File: config.mk
export PLATFORM = sky130hd
export DESIGN_NAME = piano_tone_gen
export DESIGN_NICKNAME = d
export VERILOG_FILES = /design/src/rtl/piano_pkg.sv /design/src/rtl/tone_divider.sv /design/src/rtl/piano_tone_gen.sv
export SDC_FILE = /design/constraint.sdc
export NUM_CORES = 1
export LEC_CHECK = 0
export CAP_MARGIN = 5
export CELL_PAD_IN_SITES_DETAIL_PLACEMENT = 0
export CELL_PAD_IN_SITES_GLOBAL_PLACEMENT = 2
export CORE_MARGIN = 8
export CORE_UTILIZATION = 31
export CTS_CLUSTER_DIAMETER = 50
export DETAILED_ROUTE_END_ITERATION = 16
export PLACE_DENSITY_LB_ADDON = 0.1
export SKIP_CTS_REPAIR_TIMING = 1
export SLEW_MARGIN = 20
export SYNTH_ARGS = -nofsm -noshare
export SYNTH_HDL_FRONTEND = slang
export SYNTH_SLANG_ARGS = --single-unit
File: constraint.sdc
create_clock -name clk_in -period 3.29 [get_ports clk_in]
set_input_delay 0.8225 -clock clk_in [delete_from_list [all_inputs] [get_ports clk_in]]
set_output_delay 0.8225 -clock clk_in [all_outputs]
set_load 0.02 [all_outputs]
File: src/rtl/piano_pkg.sv
// rtl/piano_pkg.sv - shared types, note frequency table and half-period helper for the piano tone generator
package piano_pkg;

    typedef enum logic [1:0] {
        IDLE    = 2'd0,
        PLAY    = 2'd1,
        RELEASE = 2'd2
    } state_t;

    localparam int NUM_KEYS = 16;

    // Note frequencies in centihertz, C4 up to D6, indexed by key number
    localparam logic [31:0] FREQ_CHZ [NUM_KEYS] = '{
        32'd26163,  32'd29366,  32'd32963,  32'd34923,
        32'd39200,  32'd44000,  32'd49388,  32'd52325,
        32'd58733,  32'd65926,  32'd69846,  32'd78399,
        32'd88000,  32'd98777,  32'd104650, 32'd117466
    };

    // Clock cycles per half wave: clk_hz / (2 * f_hz) = clk_hz * 50 / f_chz, truncated
    function automatic logic [31:0] half_period(input logic [31:0] clk_hz, input int k);
        return (clk_hz * 32'd50) / FREQ_CHZ[k];
    endfunction

endpackage

File: src/rtl/tone_divider.sv
// rtl/tone_divider.sv - square-wave divider toggling its output every half period
module tone_divider #(
    parameter int CNT_W = 16
) (
    input  logic             clk_in,
    input  logic             rst_n_in,
    input  logic             en,
    input  logic             restart,
    input  logic [CNT_W-1:0] half,
    output logic             wave
);

    logic [CNT_W-1:0] cnt_q, cnt_d;
    logic             wave_q, wave_d;

    // Count up to half-1, then wrap and toggle; restart or disable parks the wave low
    always_comb begin
        cnt_d  = cnt_q;
        wave_d = wave_q;
        if (restart || !en) begin
            cnt_d  = '0;
            wave_d = 1'b0;
        end else if (cnt_q == half - CNT_W'(1)) begin
            cnt_d  = '0;
            wave_d = ~wave_q;
        end else begin
            cnt_d = cnt_q + CNT_W'(1);
        end
    end

    // Divider state registers
    always_ff @(posedge clk_in or negedge rst_n_in) begin
        if (!rst_n_in) begin
            cnt_q  <= '0;
            wave_q <= 1'b0;
        end else begin
            cnt_q  <= cnt_d;
            wave_q <= wave_d;
        end
    end

    assign wave = wave_q;

endmodule

File: src/rtl/piano_tone_gen.sv
// rtl/piano_tone_gen.sv - last-pressed-wins note selection, release tail and buzzer drive
module piano_tone_gen
    import piano_pkg::*;
#(
    parameter int unsigned CLK_HZ         = 12_000_000,
    parameter int          CNT_W          = 16,
    parameter int unsigned RELEASE_CYCLES = 1_200_000
) (
    input  logic        clk_in,
    input  logic        rst_n_in,
    input  logic [15:0] key_out,
    input  logic [15:0] key_pulse,
    output logic        beep,
    output logic [3:0]  note_idx,
    output logic        playing
);

    localparam int REL_W = $clog2(RELEASE_CYCLES + 1);

    logic [CNT_W-1:0] half_tab [NUM_KEYS];
    logic [CNT_W-1:0] half_sel;

    state_t           state_q, state_d;
    logic [3:0]       note_q, note_d;
    logic [REL_W-1:0] rel_q, rel_d;
    logic             playing_q, playing_d;
    logic [3:0]       sel;
    logic             any_pulse;
    logic             div_en;
    logic             div_restart;

    if (RELEASE_CYCLES < 1) begin : g_rel_err
        $error("RELEASE_CYCLES must be at least 1");
    end

    // Constant half-period table; a value that does not fit the counter is rejected here
    for (genvar k = 0; k < NUM_KEYS; k++) begin : g_half
        localparam logic [31:0] HALF_FULL = half_period(CLK_HZ, k);
        if ({32'd0, HALF_FULL} >= (64'd1 << CNT_W)) begin : g_width_err
            $error("half period does not fit in CNT_W bits");
        end
        assign half_tab[k] = HALF_FULL[CNT_W-1:0];
    end

    assign half_sel = half_tab[note_q];

    // Lowest set pulse bit wins when several keys arrive in the same cycle
    always_comb begin
        sel = 4'd0;
        for (int i = 15; i >= 0; i--) begin
            if (key_pulse[i]) begin
                sel = 4'(i);
            end
        end
    end

    assign any_pulse = |key_pulse;

    // Next state: a pulse always (re)starts a note; otherwise track release and tail expiry
    always_comb begin
        state_d     = state_q;
        note_d      = note_q;
        rel_d       = rel_q;
        div_restart = 1'b0;
        if (any_pulse) begin
            state_d     = PLAY;
            note_d      = sel;
            rel_d       = '0;
            div_restart = 1'b1;
        end else begin
            case (state_q)
                IDLE: begin
                    rel_d = '0;
                end
                PLAY: begin
                    if (key_out[note_q]) begin
                        state_d = RELEASE;
                        rel_d   = '0;
                    end
                end
                RELEASE: begin
                    if (rel_q == REL_W'(RELEASE_CYCLES - 1)) begin
                        state_d = IDLE;
                        rel_d   = '0;
                    end else begin
                        rel_d = rel_q + REL_W'(1);
                    end
                end
                default: begin
                    state_d = IDLE;
                    rel_d   = '0;
                end
            endcase
        end
        playing_d = (state_d != IDLE);
        div_en    = (state_d != IDLE);
    end

    // FSM, note and release-counter registers
    always_ff @(posedge clk_in or negedge rst_n_in) begin
        if (!rst_n_in) begin
            state_q   <= IDLE;
            note_q    <= 4'd0;
            rel_q     <= '0;
            playing_q <= 1'b0;
        end else begin
            state_q   <= state_d;
            note_q    <= note_d;
            rel_q     <= rel_d;
            playing_q <= playing_d;
        end
    end

    tone_divider #(
        .CNT_W (CNT_W)
    ) u_div (
        .clk_in   (clk_in),
        .rst_n_in (rst_n_in),
        .en       (div_en),
        .restart  (div_restart),
        .half     (half_sel),
        .wave     (beep)
    );

    assign note_idx = note_q;
    assign playing  = playing_q;

endmodule

### Yosys cells after proc, flatten, opt, wreduce, memory -nomap -nowiden

Memories as Yosys holds them, arrays and structs flattened.
Cells that the tools add are included.

* bits in read-only memories: 256
* memories kept: 1
* bits of input ports: 34
* bits in latches: 0
* flip-flop bits (word level): 45
* output and inout bits: 6
* RAM bits: 0
* logic and storage cells: 58

Memories
* (no name shown): words 16, bits a word 16, read ports 1, clocked after Yosys merged registers in 0, write ports 0, RTL line piano_tone_gen.sv:45 `assign half_sel = half_tab[note_q];`

* multiplexer cells: 33
* add/subtract/negate cells: 3
* equality and inequality tests: 5
* shift operators: 0
* $mul: 0
* bitwise gates (word level): 2
* magnitude comparators: 2
* divide/modulo/power cells: 0
* reduce and logical (&&, ||, !) cells: 6

Operators by type and width (number)
* 16-bit two-way mux: 4
* 4-bit two-way mux: 16
* 21-bit two-way mux: 3
* 21-bit one-hot mux with 2 select lines: 1
* 21-bit by 1-bit adder with 21-bit output, second input constant: 1
* 21-bit equality test, second input constant: 1
* 16-bit by 1-bit adder with 16-bit output, second input constant: 1
* 16-bit equality test: 1
* 16-bit OR reduction: 1
* 16-bit by 1-bit subtractor with 16-bit output, second input constant: 1
* 2-bit two-way mux: 3
* 2-bit one-hot mux with 3 select lines: 1
* 5-bit greater-or-equal comparator, second input constant: 1
* 4-bit by 5-bit < comparator with 1-bit output, second input constant: 1
* 4-bit NOT with 5-bit output: 1
* 1-bit binary-select mux with 4-bit select: 1
* 1-bit two-way mux: 4
* 2-bit nonzero test: 2
* 3-bit != test, second input constant: 1
* 2-bit by 1-bit equality test with 1-bit output, second input constant: 1
* 2-bit equality test, second input constant: 1
* 2-bit logical NOT: 1
* 1-bit logical NOT: 1
* 1-bit logical OR: 1
* 1-bit NOT: 1

### Logic depth before layout (Yosys ltp)

Gate-level depths: netlist of run 1.

* depth after elaboration: 16
* gate-level depth with buffers: 16
* gate-level depth less buffers: 13

### Hierarchy

A second synthesis of run 1 with hierarchy kept.

* cells, all modules: 398
* area, all modules: 3495.9 um2

By module, submodules not included
* piano_tone_gen: area an instance 2149.6 um2, seq. area each 700.7 um2, cells an instance 247, times used 1
* tone_divider: area an instance 1346.3 um2, seq. area each 425.4 um2, cells an instance 151, times used 1

### Least setup slack after synthesis of run 1

Ideal clock, no wire load.

* path type: register -> register
* from: register note_q[1], in the netlist note_idx[1]
* to: register u_div.cnt_q[14]
* setup slack: -0.124 ns
* stages on the path, launching flop included: 16
* period minus slack after synthesis: 3.414 ns
* data arrival time: 3.295 ns
* path buffers: 3
* path through: dfrtp_1 > buf_6 > inv_1 > ha_1 > clkbuf_1 > inv_1 > o211ai_1 > nand2_1 > ha_1 > xnor2_1 > or4_1 > nor3_2 > o2111ai_1 > o21ai_2 > buf_6 > nor2_1

* word-level cells in the longest chain between the ends: 9
* elaborated cells between the ends (all ways): 16

Ends and longest elaborated chain
* from (decl): RTL line piano_tone_gen.sv:24 `logic [3:0] note_q, note_d;`
* from (signal assigned): RTL line piano_tone_gen.sv:108 `note_q <= note_d;`
* branches (longest 8 deep; another with memory 16 x 16 bit)
* 16-bit two-way mux *: RTL line tone_divider.sv:20 `if (restart || !en) begin`
* via u_div.cnt_d[14]: RTL line tone_divider.sv:13 `logic [CNT_W-1:0] cnt_q, cnt_d;`
* to (signal assigned): RTL line tone_divider.sv:37 `cnt_q <= cnt_d;`
* to (decl): RTL line tone_divider.sv:13

Mark *: on every way through the listed nets, which the timed path passes. The select of a mux whose other input is x is not followed.
A chain may end at the register's enable or synchronous reset.

### Final worst setup path of run 1

* from: register note_q[0], in the netlist note_idx[0]
* to: register u_div.wave_q, in the netlist u_div.wave

* word-level cells in the longest chain between the ends: 9
* elaborated cells between the ends (all ways): 16

Ends and longest elaborated chain
* branches (longest 9 deep; another with memory 16 x 16 bit)
* to (signal assigned): RTL line tone_divider.sv:38 `wave_q <= wave_d;`
* to (decl): RTL line tone_divider.sv:14 `logic wave_q, wave_d;`

Parallel ways; which one is timed is not known. The select of a mux whose other input is x is not followed.

==> impl_metrics.py, run 1 <==
metrics = {
    "sta": {
        "tns_ns": 0,
        "rsz0062_at_grt": "no",
        "hold_viol_final": 0,
        "timing.fmax_mhz": 330,
        "slew_violations": 0,
        "setup_viol": 0,
        "fin_crit_sh_pct": 92.0,
        "slew_headroom_pct": 49.3,
        "worst_pin_slew_ns": 0.760,
        "holdWs_ns": 0.511,
        "fin_skew_ns": 0.00757,
        "min_period_ns": 3.03,
    },
    "cts": {
        "clk_latency_ns": 0.30,
        "clockBufferDepth": 2,
        "cts_sinks": 45,
        "h-tree-depth": 2,
        "cts.clk_slew.worst_paths_ns": 0.08,
        "clock-root-buffer": "clkbuf_8",
        "cts_tree": "built",
        "cts_buffers": 5,
    },
    "critical_path": {
        "required_ns": 3.52,
        "path_class": "register to register",
        "cp_max_fo": 5,
        "cp-start-kind": "register",
        "worstPathArrival_ns": 3.25,
        "cp-end-kind": "register",
    },
    "yosys": {
        "synth.avg_cell_area_sq_um": 8.66,
        "synth_edf_count": 0,
        "async_flop_share_pct": 100,
        "synth_area_sq_um": 3290,
        "ys_seq_area_share_pct": 34.2,
        "yosysWarnings": 0,
        "synth-seq-cells": 45,
        "yosys.area.top_type_share_pct": 34.2,
        "synthFlopType": "dfrtp_1",
        "synth_cell_types": 61,
        "synth_fp_nets": 425,
        "syn_inst": 380,
        "yosys-top-cells-area": "dfrtp_1 (34%), nor2_1 (5.2%), o21ai_0 (5.2%)",
        "yosys.area.top_type": "dfrtp_1",
    },
    "global_route": {
        "grt_pass1_vias": 2928,
        "grt_max_degree": 33,
        "grt_pass1_wl_microns": 14500,
        "grt_use_total_pct": 12.4,
        "antenna_found_initial": 0,
        "grt.overflow.total": 0,
    },
    "final_layout": {
        "fin_nets": 471,
        "fin_cells": 563,
        "final_cell_mix": "nor2_1 (46), dfrtp_1 (43), clkdlybuf4s50_1 (38), o21ai_0 (34), nand2_1 (33)",
        "area_growth_syn_to_layout_pct": 20.9,
        "n_antenna_cell": 0,
        "fin_util_pct": 38.5,
        "final_common_cell": "nor2_1",
        "drive_gt1_share_pct": 8.67,
        "stdcell_area_sq_um": 3980,
    },
    "floorplanning": {
        "die_h_microns": 119,
        "die_w_microns": 119,
        "rows": 37,
        "fp.dieArea_sq_um": 14200,
        "io-pin-count": 40,
        "coreArea_sq_um": 10300,
        "start_util_pct": 31.9,
    },
    "route": {
        "drt_iter0_drc": 97,
        "wl_met3_microns": 178,
        "drc_errors": 0,
        "wl_met2_microns": 4280,
        "dr_total_vias": 2801,
        "drt_wl_total_microns": 8440,
        "ant_nets": 0,
        "firstDrtPassIters": 5,
        "vias_per_cell": 4.98,
        "drt-met1-wl_microns": 3890,
        "dr.max_layer_used": "met4",
        "post_drt_wl_per_cell_microns": 15.0,
    },
    "power_and_ir_drop": {
        "p_per_area_nw_per_um2": 276,
        "ir_worst_vdd_v": 0.000188,
        "p_leak_nw": 1.56,
    },
    "place": {
        "placed_area_sq_um": 3890,
        "gp_congestion": 0.732,
        "port_buffers": 39,
        "place_inst": 555,
        "hpwl_microns": 6490,
    },
    "run_status": {
        "status": "completed",
    },
    "job": {
        "maxCapViolCount": 0,
    },
    "hold_path": {
        "hold_class": "register to register",
    },
}
## state kept, by name, summed over array words and instances (netlist names)
name and flops:
note_idx 4, rel_q 21, u_div.cnt_q 16, playing 1, state_q 2, u_div.wave 1
## critical path, stage by stage, from the launching register on
cell and delay, ns:
dfrtp_2 0.40, inv_1 0.16, ha_1 0.30, nor2_1 0.14, nand3b_1 0.16, nand2_1 0.07
ha_1 0.29, xnor2_1 0.12, or4_1 0.48, nor3_2 0.13, o2111ai_1 0.20, or3_1 0.35
a21boi_1 0.15
## synthesized netlist by cell type, types with 5 or more instances
| library cell | count |
|---|---|
| nand3_1 | 24 |
| xnor2_1 | 17 |
| nand2_1 | 33 |
| and3_1 | 9 |
| inv_1 | 13 |
| o31ai_1 | 5 |
| dfrtp_1 | 45 |
| nand2b_1 | 5 |
| nor3_1 | 9 |
| clkbuf_1 | 9 |
| xor2_1 | 19 |
| nand4_1 | 6 |
| o21ai_0 | 34 |
| nor2b_1 | 5 |
| ha_1 | 11 |
| a21oi_1 | 11 |
| mux2i_1 | 6 |
| nor2_1 | 46 |
## final timing paths
check	from	to	slack, ns	cells after the start
setup / recovery	note_idx[0]	u_div.wave	0.26	12
hold / removal	rel_q[20]	rel_q[20]	0.51	1
setup reg to reg	note_idx[0]	u_div.wave	0.26	12
hold reg to reg	rel_q[20]	rel_q[20]	0.51	1
max in group asynchronous	rst_n_in	rel_q[19]	2.09	2
min in group asynchronous	rst_n_in	rel_q[9]	0.58	1
## per-stage QoR
stage,setup WS [ns],power (mW)
floorplan,0.0610,0.671
CTS,0.214,1.12
detailed placement,0.134,0.769
finish,0.263,1.10
global placement,0.128,0.771
global route,0.0202,1.16
## report_power, final
group	internal, mW	total (mW)	leakage, nW	switching, mW
Clock	0.151	0.342	0.0385	0.192
Sequential	0.555	0.556	0.613	0.00151
Combinational	0.104	0.199	0.911	0.0945
Total	0.810	1.10	1.56	0.288
## layer usage
| layer | up-vias | global-route usage (%) |
|---|---|---|
| met1 | 1330 | 14.2 |
| li1 | 1443 | - |
| met2 | 20 | 22.7 |
| met5 | - | 0 |
| met4 | 0 | 3.56 |
| met3 | 8 | 2.31 |
## final cells by class
cell class	instances	area [sq um]
fillers	1046	6350
repair buffers	57	546
well taps	136	170
clock buffers	7	76.3
clock inverters	1	7.51
inverters	13	48.8
flip-flops and latches	45	1130
multi-input cells	304	2000
## kinds of logic after synthesis
family          Yosys count  synth area share (%)
simple gates            162                  24.6
compound gates           81                  15.3
flops                    45                  34.2
xor+xnor                 36                  9.58
buf+inv                  31                  4.98
mux                      14                  7.07
fa+ha+maj                11                  4.18
Power figures use the tool's default switching activity.
==> run 2: changes to the inputs <==
--- a/config.mk
+++ b/config.mk
@@ -12,6 +12,7 @@
 export CORE_UTILIZATION = 31
 export CTS_CLUSTER_DIAMETER = 50
 export DETAILED_ROUTE_END_ITERATION = 16
+export HOLD_SLACK_MARGIN = 0.1
 export PLACE_DENSITY_LB_ADDON = 0.1
 export SKIP_CTS_REPAIR_TIMING = 1
 export SLEW_MARGIN = 20
==> results of run 2 <==
The final DEF is identical to that of run 1; final timing and power are the same.
